## config.mk

```make
export PLATFORM = sky130hd
export DESIGN_NAME = multi_glitch_filter_flat
export DESIGN_NICKNAME = d
export VERILOG_FILES = /design/src/rtl/multi_glitch_filter_if.sv /design/src/rtl/multi_glitch_filter.sv /design/src/flat_wrapper.sv
export SDC_FILE = /design/constraint.sdc
export NUM_CORES = 1
export LEC_CHECK = 0
export ABC_CLOCK_PERIOD_IN_PS = 3100
export BUFFER_PORTS_ARGS = -buffer_cell sky130_fd_sc_hd__clkbuf_2
export CORE_MARGIN = 3
export CORE_UTILIZATION = 30
export DETAILED_ROUTE_END_ITERATION = 7
export PLACE_DENSITY = 0.49
export SLEW_MARGIN = 20
export SYNTH_ARGS = -nofsm -noshare
export SYNTH_HDL_FRONTEND = slang
export SYNTH_SLANG_ARGS = --single-unit
```

## constraint.sdc

```tcl
create_clock -name sys_clk -period 3.1 [get_ports sys_clk]
set_input_delay 0.155 -clock sys_clk [delete_from_list [all_inputs] [get_ports sys_clk]]
set_output_delay 0.155 -clock sys_clk [all_outputs]
set_load 0.005 [all_outputs]
```

## src/rtl/multi_glitch_filter_if.sv

```systemverilog
// Bundle of filter lines and debug counter between a line source and the
// multi_glitch_filter block.
//
// Handshake: none. line_in and clear_count are sampled on every rising
// clock edge, and line_out, rise_pulse, fall_pulse and glitch_count are
// valid every cycle. There is no valid/ready pair because nothing is ever
// stalled or dropped.
interface multi_glitch_filter_if #(
  parameter int CHANNELS = 4,
  parameter int CNT_W    = 16
);
  logic [CHANNELS-1:0] line_in;
  logic                clear_count;
  logic [CHANNELS-1:0] line_out;
  logic [CHANNELS-1:0] rise_pulse;
  logic [CHANNELS-1:0] fall_pulse;
  logic [CNT_W-1:0]    glitch_count;

  // Source side: drives the raw lines and the counter clear.
  modport master (
    output line_in, clear_count,
    input  line_out, rise_pulse, fall_pulse, glitch_count
  );

  // Filter side: consumes the raw lines, produces the filtered view.
  modport slave (
    input  line_in, clear_count,
    output line_out, rise_pulse, fall_pulse, glitch_count
  );
endinterface

```

## src/rtl/multi_glitch_filter.sv

```systemverilog
// Multi-channel deglitcher. Each channel synchronises its raw line, then
// only forwards a level change once the new level has been seen for a run
// of RISE_CYCLES (0->1) or FALL_CYCLES (1->0) consecutive samples. Runs
// that end early are counted as rejected glitches in a shared saturating
// counter.
module multi_glitch_filter #(
  parameter int CHANNELS    = 4,
  parameter int SYNC_STAGES = 2,
  parameter int RISE_CYCLES = 6,
  parameter int FALL_CYCLES = 6,
  parameter int INIT_LEVEL  = 1,
  parameter int CNT_W       = 16
) (
  input logic                  sys_clk,
  input logic                  reset,
  multi_glitch_filter_if.slave bus
);

  localparam int MAX_T = (RISE_CYCLES > FALL_CYCLES) ? RISE_CYCLES : FALL_CYCLES;
  localparam int CW    = $clog2(MAX_T + 1);
  localparam int RW    = $clog2(CHANNELS + 1);
  localparam int SUM_W = CNT_W + RW;

  localparam logic             INIT_BIT  = (INIT_LEVEL != 0);
  localparam logic [CW-1:0]    RISE_LAST = CW'(RISE_CYCLES - 1);
  localparam logic [CW-1:0]    FALL_LAST = CW'(FALL_CYCLES - 1);
  localparam logic [SUM_W-1:0] SAT       = {{RW{1'b0}}, {CNT_W{1'b1}}};

  logic [CHANNELS-1:0] sync_q [SYNC_STAGES];
  logic [CHANNELS-1:0] samp;

  logic [CW-1:0]       cnt_q [CHANNELS];
  logic [CW-1:0]       cnt_d [CHANNELS];
  logic [CHANNELS-1:0] line_q, line_d;
  logic [CHANNELS-1:0] rise_q, rise_d;
  logic [CHANNELS-1:0] fall_q, fall_d;
  logic [CHANNELS-1:0] rej;

  logic [RW-1:0]       rej_cnt;
  logic [SUM_W-1:0]    sum;
  logic [CNT_W-1:0]    count_q, count_d;

  assign samp = sync_q[SYNC_STAGES-1];

  // Input synchronisers: reset to the idle level so a quiet line does not
  // look like a pending transition right after reset.
  always_ff @(posedge sys_clk or posedge reset) begin
    if (reset) begin
      for (int k = 0; k < SYNC_STAGES; k++) sync_q[k] <= {CHANNELS{INIT_BIT}};
    end else begin
      sync_q[0] <= bus.line_in;
      for (int k = 1; k < SYNC_STAGES; k++) sync_q[k] <= sync_q[k-1];
    end
  end

  // Per-channel run counter: the threshold follows the current output
  // level, so a freshly toggled channel is judged against the opposite
  // threshold on the very next sample.
  always_comb begin
    for (int i = 0; i < CHANNELS; i++) begin
      cnt_d[i]  = cnt_q[i];
      line_d[i] = line_q[i];
      rise_d[i] = 1'b0;
      fall_d[i] = 1'b0;
      rej[i]    = 1'b0;
      if (samp[i] == line_q[i]) begin
        if (cnt_q[i] != '0) begin
          cnt_d[i] = '0;
          rej[i]   = 1'b1;
        end
      end else if (cnt_q[i] == (line_q[i] ? FALL_LAST : RISE_LAST)) begin
        line_d[i] = ~line_q[i];
        cnt_d[i]  = '0;
        rise_d[i] = ~line_q[i];
        fall_d[i] = line_q[i];
      end else begin
        cnt_d[i] = cnt_q[i] + CW'(1);
      end
    end
  end

  // Glitch counter: add this cycle's rejects at a width that cannot
  // overflow, then clamp, so the count sticks at all-ones instead of
  // wrapping. A clear beats any simultaneous reject.
  always_comb begin
    rej_cnt = '0;
    for (int i = 0; i < CHANNELS; i++) rej_cnt = rej_cnt + RW'(rej[i]);
    sum = {{RW{1'b0}}, count_q} + SUM_W'(rej_cnt);
    if (bus.clear_count)  count_d = '0;
    else if (sum > SAT)   count_d = {CNT_W{1'b1}};
    else                  count_d = sum[CNT_W-1:0];
  end

  // Filter state, pulses and counter; reset drops any run in progress and
  // never produces a pulse for the forced level change.
  always_ff @(posedge sys_clk or posedge reset) begin
    if (reset) begin
      line_q  <= {CHANNELS{INIT_BIT}};
      rise_q  <= '0;
      fall_q  <= '0;
      count_q <= '0;
      for (int i = 0; i < CHANNELS; i++) cnt_q[i] <= '0;
    end else begin
      line_q  <= line_d;
      rise_q  <= rise_d;
      fall_q  <= fall_d;
      count_q <= count_d;
      for (int i = 0; i < CHANNELS; i++) cnt_q[i] <= cnt_d[i];
    end
  end

  assign bus.line_out     = line_q;
  assign bus.rise_pulse   = rise_q;
  assign bus.fall_pulse   = fall_q;
  assign bus.glitch_count = count_q;

endmodule

```

## src/flat_wrapper.sv

```systemverilog
// flat-port wrapper written by rule: the top's interface ports become plain ports
module multi_glitch_filter_flat 
#(
  parameter int CHANNELS    = 4,
  parameter int SYNC_STAGES = 2,
  parameter int RISE_CYCLES = 6,
  parameter int FALL_CYCLES = 6,
  parameter int INIT_LEVEL  = 1,
  parameter int CNT_W       = 16
)
  (sys_clk, reset, bus_line_in, bus_clear_count, bus_line_out, bus_rise_pulse, bus_fall_pulse, bus_glitch_count);
  multi_glitch_filter_if #(.CHANNELS(CHANNELS), .CNT_W(CNT_W)) bus_i ();
  input logic sys_clk;
  input logic reset;
  input wire logic [$bits(bus_i.line_in)-1:0] bus_line_in;
  input wire logic [$bits(bus_i.clear_count)-1:0] bus_clear_count;
  output wire logic [$bits(bus_i.line_out)-1:0] bus_line_out;
  output wire logic [$bits(bus_i.rise_pulse)-1:0] bus_rise_pulse;
  output wire logic [$bits(bus_i.fall_pulse)-1:0] bus_fall_pulse;
  output wire logic [$bits(bus_i.glitch_count)-1:0] bus_glitch_count;
  assign bus_i.line_in = bus_line_in;
  assign bus_i.clear_count = bus_clear_count;
  assign bus_line_out = bus_i.line_out;
  assign bus_rise_pulse = bus_i.rise_pulse;
  assign bus_fall_pulse = bus_i.fall_pulse;
  assign bus_glitch_count = bus_i.glitch_count;
  multi_glitch_filter #(.CHANNELS(CHANNELS), .SYNC_STAGES(SYNC_STAGES), .RISE_CYCLES(RISE_CYCLES), .FALL_CYCLES(FALL_CYCLES), .INIT_LEVEL(INIT_LEVEL), .CNT_W(CNT_W)) u_core (.sys_clk(sys_clk), .reset(reset), .bus(bus_i));
endmodule
```

== After elaboration in Yosys (flattened, before gate mapping) ==
Cells that the tools add are included.

* Bits in registers: 48
* Latch bits: 0
* Memory bits (writable): 0
* Memory bits (read-only): 0
* Input port bits: 7
* Output and inout port bits: 28
* Word-level logic and storage cells: 88
* Memories kept: 0

* Add/sub/neg operators: 8
* Multipliers: 0
* Div/mod/pow operators: 0
* $lt $le $gt $ge: 1
* Eq/ne operators: 12
* Shift-type cells: 0
* Muxes and demuxes: 38
* Bitwise gates (word level): 8
* Reduce and logical (&&, ||, !) cells: 8

{| class="wikitable"
|+ Operators with widths
! cell !! number
|-
| 3-bit two-way mux || 12
|-
| 16-bit two-way mux || 2
|-
| 1-bit two-way mux || 24
|-
| 19-bit by 16-bit greater-than comparator with 1-bit output (second input constant) || 1
|-
| 16-bit by 3-bit adder with 17-bit output || 1
|-
| 3-bit by 1-bit adder with 3-bit output (second input constant) || 4
|-
| 3-bit == test (second input constant) || 4
|-
| 3-bit nonzero test || 4
|-
| 2-bit != test (second input constant) || 4
|-
| 1-bit inverter || 8
|-
| 2-bit AND reduction || 4
|-
| 3-bit by 1-bit adder with 3-bit output || 2
|-
| 1-bit == test || 4
|-
| 1-bit by 1-bit adder with 2-bit output || 1
|}

== Depth between registers and ports, before layout ==
* Depth after elaboration: 10
* Mapped depth: 11
* Depth with buffers taken out: 11

== Worst setup path before layout ==
Ideal clock, no wire load.

* Kind: reg2reg
* From: register u_core.line_q[0] (netlist: u_core.bus.line_out[0])
* To: register u_core.count_q[4] (netlist: u_core.bus.glitch_count[4])
* Data arrival time: 3.019 ns
* Path slack: -0.068 ns
* Cell stages (with the launch flop): 11
* Buffers on the path: 0
* Period minus slack after synthesis: 3.168 ns
* Cell sequence: dfstp_2 xnor2_1 o31a_1 ha_1 fa_1 ha_1 fa_1 a21oi_1 nand2b_1 xor2_1 a21oi_4

* Word-level cells in the longest chain between the ends: 9

{| class="wikitable"
|+ Ends and longest elaborated chain
! item !! RTL line !! source
|-
| start, declared || multi_glitch_filter.sv:34 || <nowiki>logic [CHANNELS-1:0] line_q, line_d;</nowiki>
|-
| start signal, assigned || multi_glitch_filter.sv:98 || <nowiki>line_q <= {CHANNELS{INIT_BIT}};</nowiki>
|-
| start signal, assigned || multi_glitch_filter.sv:104 || <nowiki>line_q <= line_d;</nowiki>
|-
| 1-bit == test * || multi_glitch_filter.sv:66 || <nowiki>if (samp[i] == line_q[i]) begin</nowiki>
|-
| 1-bit two-way mux * || multi_glitch_filter.sv:66 ||
|-
| 1-bit by 1-bit adder with 2-bit output * || multi_glitch_filter.sv:87 || <nowiki>for (int i = 0; i < CHANNELS; i++) rej_cnt = rej_cnt + RW'(rej[i]);</nowiki>
|-
| 3-bit by 1-bit adder with 3-bit output * (2 in a row) || multi_glitch_filter.sv:87 ||
|-
| 16-bit by 3-bit adder with 17-bit output * || multi_glitch_filter.sv:88 || <nowiki>sum = {{RW{1'b0}}, count_q} + SUM_W'(rej_cnt);</nowiki>
|-
| 19-bit by 16-bit greater-than comparator with 1-bit output || multi_glitch_filter.sv:90 || <nowiki>else if (sum > SAT) count_d = {CNT_W{1'b1}};</nowiki>
|-
| 16-bit two-way mux * || multi_glitch_filter.sv:90 ||
|-
| 16-bit two-way mux * || multi_glitch_filter.sv:89 || <nowiki>if (bus.clear_count) count_d = '0;</nowiki>
|-
| net u_core.count_d[4] || multi_glitch_filter.sv:41 || <nowiki>logic [CNT_W-1:0] count_q, count_d;</nowiki>
|-
| end signal, assigned || multi_glitch_filter.sv:107 || <nowiki>count_q <= count_d;</nowiki>
|-
| end, declared || multi_glitch_filter.sv:41 ||
|}

Mark *: on every way through the listed nets, which the timed path passes. The rest lies on a longest branch.
A chain may end at the register's enable or synchronous reset.

== Worst setup path in the final report ==
* From: register u_core.line_q[1] (netlist: u_core.bus.line_out[1])
* To: register u_core.count_q[8] (netlist: u_core.bus.glitch_count[8])

Same word-level chain as after synthesis.

==> flow_summary.toml <==
[outcome]
outcome = "complete, but fails checks"
violations = "negative hold slack"

[sta]
max-slew-margin-rel_pct = 44.61
finalCritPeriodShare_pct = 96.12
finalSetupViolCount = 0
finalHoldViolCount = 36
worst_slew_pin_slew_ns = 0.8298
finalMaxSlewViolations = 0
holdWs_ns = -0.01777
fmax_mhz = 335.6
finalCriticalPeriod_ns = 2.980
finalClockSkew_ns = 0.006353
tns_ns = 0

[yosys]
syn_area_um2 = 2141
ys_seq_area_share_pct = 56.81
syn_inst = 171
syn_nets = 185
ys_seq_elements = 48
synth-edff-count = 0
synth_area_per_cell_um2 = 12.52
synth_ff_type = "dfrtp_1"
synthArstFlopShare_pct = 100.0
yosys_warnings = 0
ys_types = 34

[final_layout]
final_core_util_pct = 41.86
syn2layout_area_growth_pct = 34.31
fillers = 664
final_nets = 253
drive_gt1_share_pct = 46.67
antenna-diode-count = 0
layout_common_cells = "dfrtp_1 (36), clkbuf_2 (34), buf_4 (23)"
layout_commonest_cell = "dfrtp_1"

[setup_path]
cpMaxStageDelayCell = "dfstp_2"
critical-path-top-delay-family = "adder cells"
path_buf_inv = 2
cp-start-kind = "register"
arrival_ns = 3.15
required_ns = 3.27
reg2reg_setup_slack_ns = 0.12
path_max_fanout = 3
cp-end-kind = "register"
crit_chain = "xnor2_2 -> o31a_1 -> ha_4 -> fa_2 -> ha_4 -> fa_2 -> a21oi_4 -> nor3_4 -> buf_6 -> buf_4 -> xnor2_1 -> a21oi_2"
cp_slowest_stage_delay_ns = 0.56
worstSetupPathType = "reg -> reg"

[routing]
drtIter0Drc = 79
vias_per_cell = 4.348
antenna_left = 0
drt-pass1-iter-count = 4
finalWirelength_mm = 4.000
dr.max_layer_used = "met4"
route.met2.wl_mm = 1.781
num_vias = 1461
wl_per_cell_um = 11.90
wl_met3_um = 178
drc = 0
met1_length_mm = 2.003

[clocking]
cts_tree = "built"
cts_sinks = 48
cts.clk_slew.worst_paths_ns = 0.08
cts_root_buf = "clkbuf_8"
cts_buffers = 5
worstSkewPairLatency_ns = 0.29
h-tree-depth = 2
clockBufferDepth = 2

[pwr]
finalPower_uw = 2122
ir_worst_vdd_v = 0.0002537
p_sw_uw = 672.8
cellPowerDensity_nw_per_um2 = 737.9
p_comb_share_pct = 41.9
p_clk_share_pct = 17.8
p_int_uw = 1449
p_leak_uw = 0.001292
p_sw_share_pct = 31.71
pwr-share-seq_pct = 40.3

[placement]
finalWeightedCongestion = 0.6824
portBuffers = 34
hpwl_mm = 2.754

[run]
cap_viol_max_count = 0

[floorplanning]
io_pins = 35
row_count = 30
fp.coreArea_um2 = 6869
dieHeight_um = 90.48
initial_core_util_pct = 31.17
die_area_um2 = 8186
die_width_um = 90.48

[worst_hold_path]
hold_path.class = "in -> async"

[grt]
antenna_found_initial = 0
first_global_vias = 1446
overflow = 0
grt_max_degree = 49
grtUsageTotal_pct = 10.37
grt_pass1_wl_mm = 6.948
stage by stage:
step | instances | area, um2 | hold WS (ns) | setup slack (ns)
6_report | 336 | 2875 | -0.01777 | 0.1202
5_1_grt | 336 | 2875 | 0.02383 | -0.01157
4_1_cts | 332 | 2760 | 0.1223 | 0.009469
3_5_place_dp | 320 | 2606 | 0.2465 | -0.09115
3_3_place_gp | 320 | 2606 | 0.2443 | -0.04964
2_1_floorplan | 171 | 2145 | 0.1595 | -0.01125
power by group through the flow:
stage,Combinational (uW),Clock (uW),Sequential [uW]
5_1_grt,1010,431,875
4_1_cts,775,406,848
6_report,889,377,855
2_1_floorplan,434,0,872
3_3_place_gp,753,0,856
3_5_place_dp,757,0,859
logic make-up (layout without fill, tap and decap cells):
kind of cell             Yosys count  in the layout  share of synthesized area [%]
buffers and inverters              7             76                          1.577
XOR/XNOR                          16             16                          6.546
AND/OR/NAND/NOR                   55             55                          15.49
AO/OA/AOI/OAI                     28             28                          9.760
adder cells (fa/ha/maj)            7              7                          4.793
multiplexers                      10             10                          5.026
flip-flops                        48             48                          56.81
cell usage after synthesis (2+ instances only):
library cell  instances  area [um2]
nor2_1               17       63.81
fa_1                  2       40.04
a211oi_1              2       15.01
nand2b_1              3       18.77
nor3b_1               8       60.06
nand4_1               2       12.51
a21oi_2               9       78.83
inv_1                 4       15.01
nand3_1               2       10.01
nand2_1               8       30.03
mux2i_1               4       40.04
ha_1                  5       62.56
dfrtp_1              36       900.9
a21oi_1               9       45.04
nor3_1                2       10.01
mux2_2                6       67.56
dfstp_2              12       315.3
nand3b_1              6       45.04
and4_1                2       17.52
o31a_1                4       35.03
xor2_1                7       61.31
xnor2_1               9       78.83
path summary, 6_finish.rpt:
path,startpoint,endpoint,cells after the start
max in group asynchronous,reset,u_core.cnt_q[2],2
min in group sys_clk,bus_clear_count,u_core.bus.glitch_count[4],2
max,u_core.bus.line_out[1],u_core.bus.glitch_count[8],12
min reg2reg,u_core.sync_q[6],u_core.samp[2],0
min,reset,u_core.cnt_q[11],2
max reg2reg,u_core.bus.line_out[1],u_core.bus.glitch_count[8],12
state kept, by name, summed over array words and instances (netlist names):
signal	count
u_core.sync_q	4
u_core.samp	4
u_core.bus.line_out	4
u_core.bus.rise_pulse	4
u_core.bus.fall_pulse	4
u_core.bus.glitch_count	16
u_core.cnt_q	12
final cells by class:
| class | count | area (um2) | area share (%) |
|---|---|---|---|
| flip-flops and latches | 48 | 1216 | 42.30 |
| inverters | 4 | 16.27 | 0.5657 |
| repair buffers | 64 | 434.2 | 15.10 |
| multi-input cells | 116 | 998.5 | 34.73 |
| clock buffers | 8 | 90.09 | 3.133 |
| well taps | 96 | 120.1 | 4.178 |
routing by layer:
metal	vias to the layer above	track usage, %
met5	-	0
met4	0	3.444
met3	4	3.167
met2	27	16.00
met1	703	13.86
li1	727	-
timing repair:
item / in CTS / in global routing
buffers inserted: 0 / 4
hold buffers: 4 / 0
gates resized for setup: 5 / 12
endpoints found under the hold margin: 4 / 0
pin swaps: 2 / 6
endpoints found under the setup margin: 7 / 16
No activity file was read; power rests on OpenSTA's default activity.
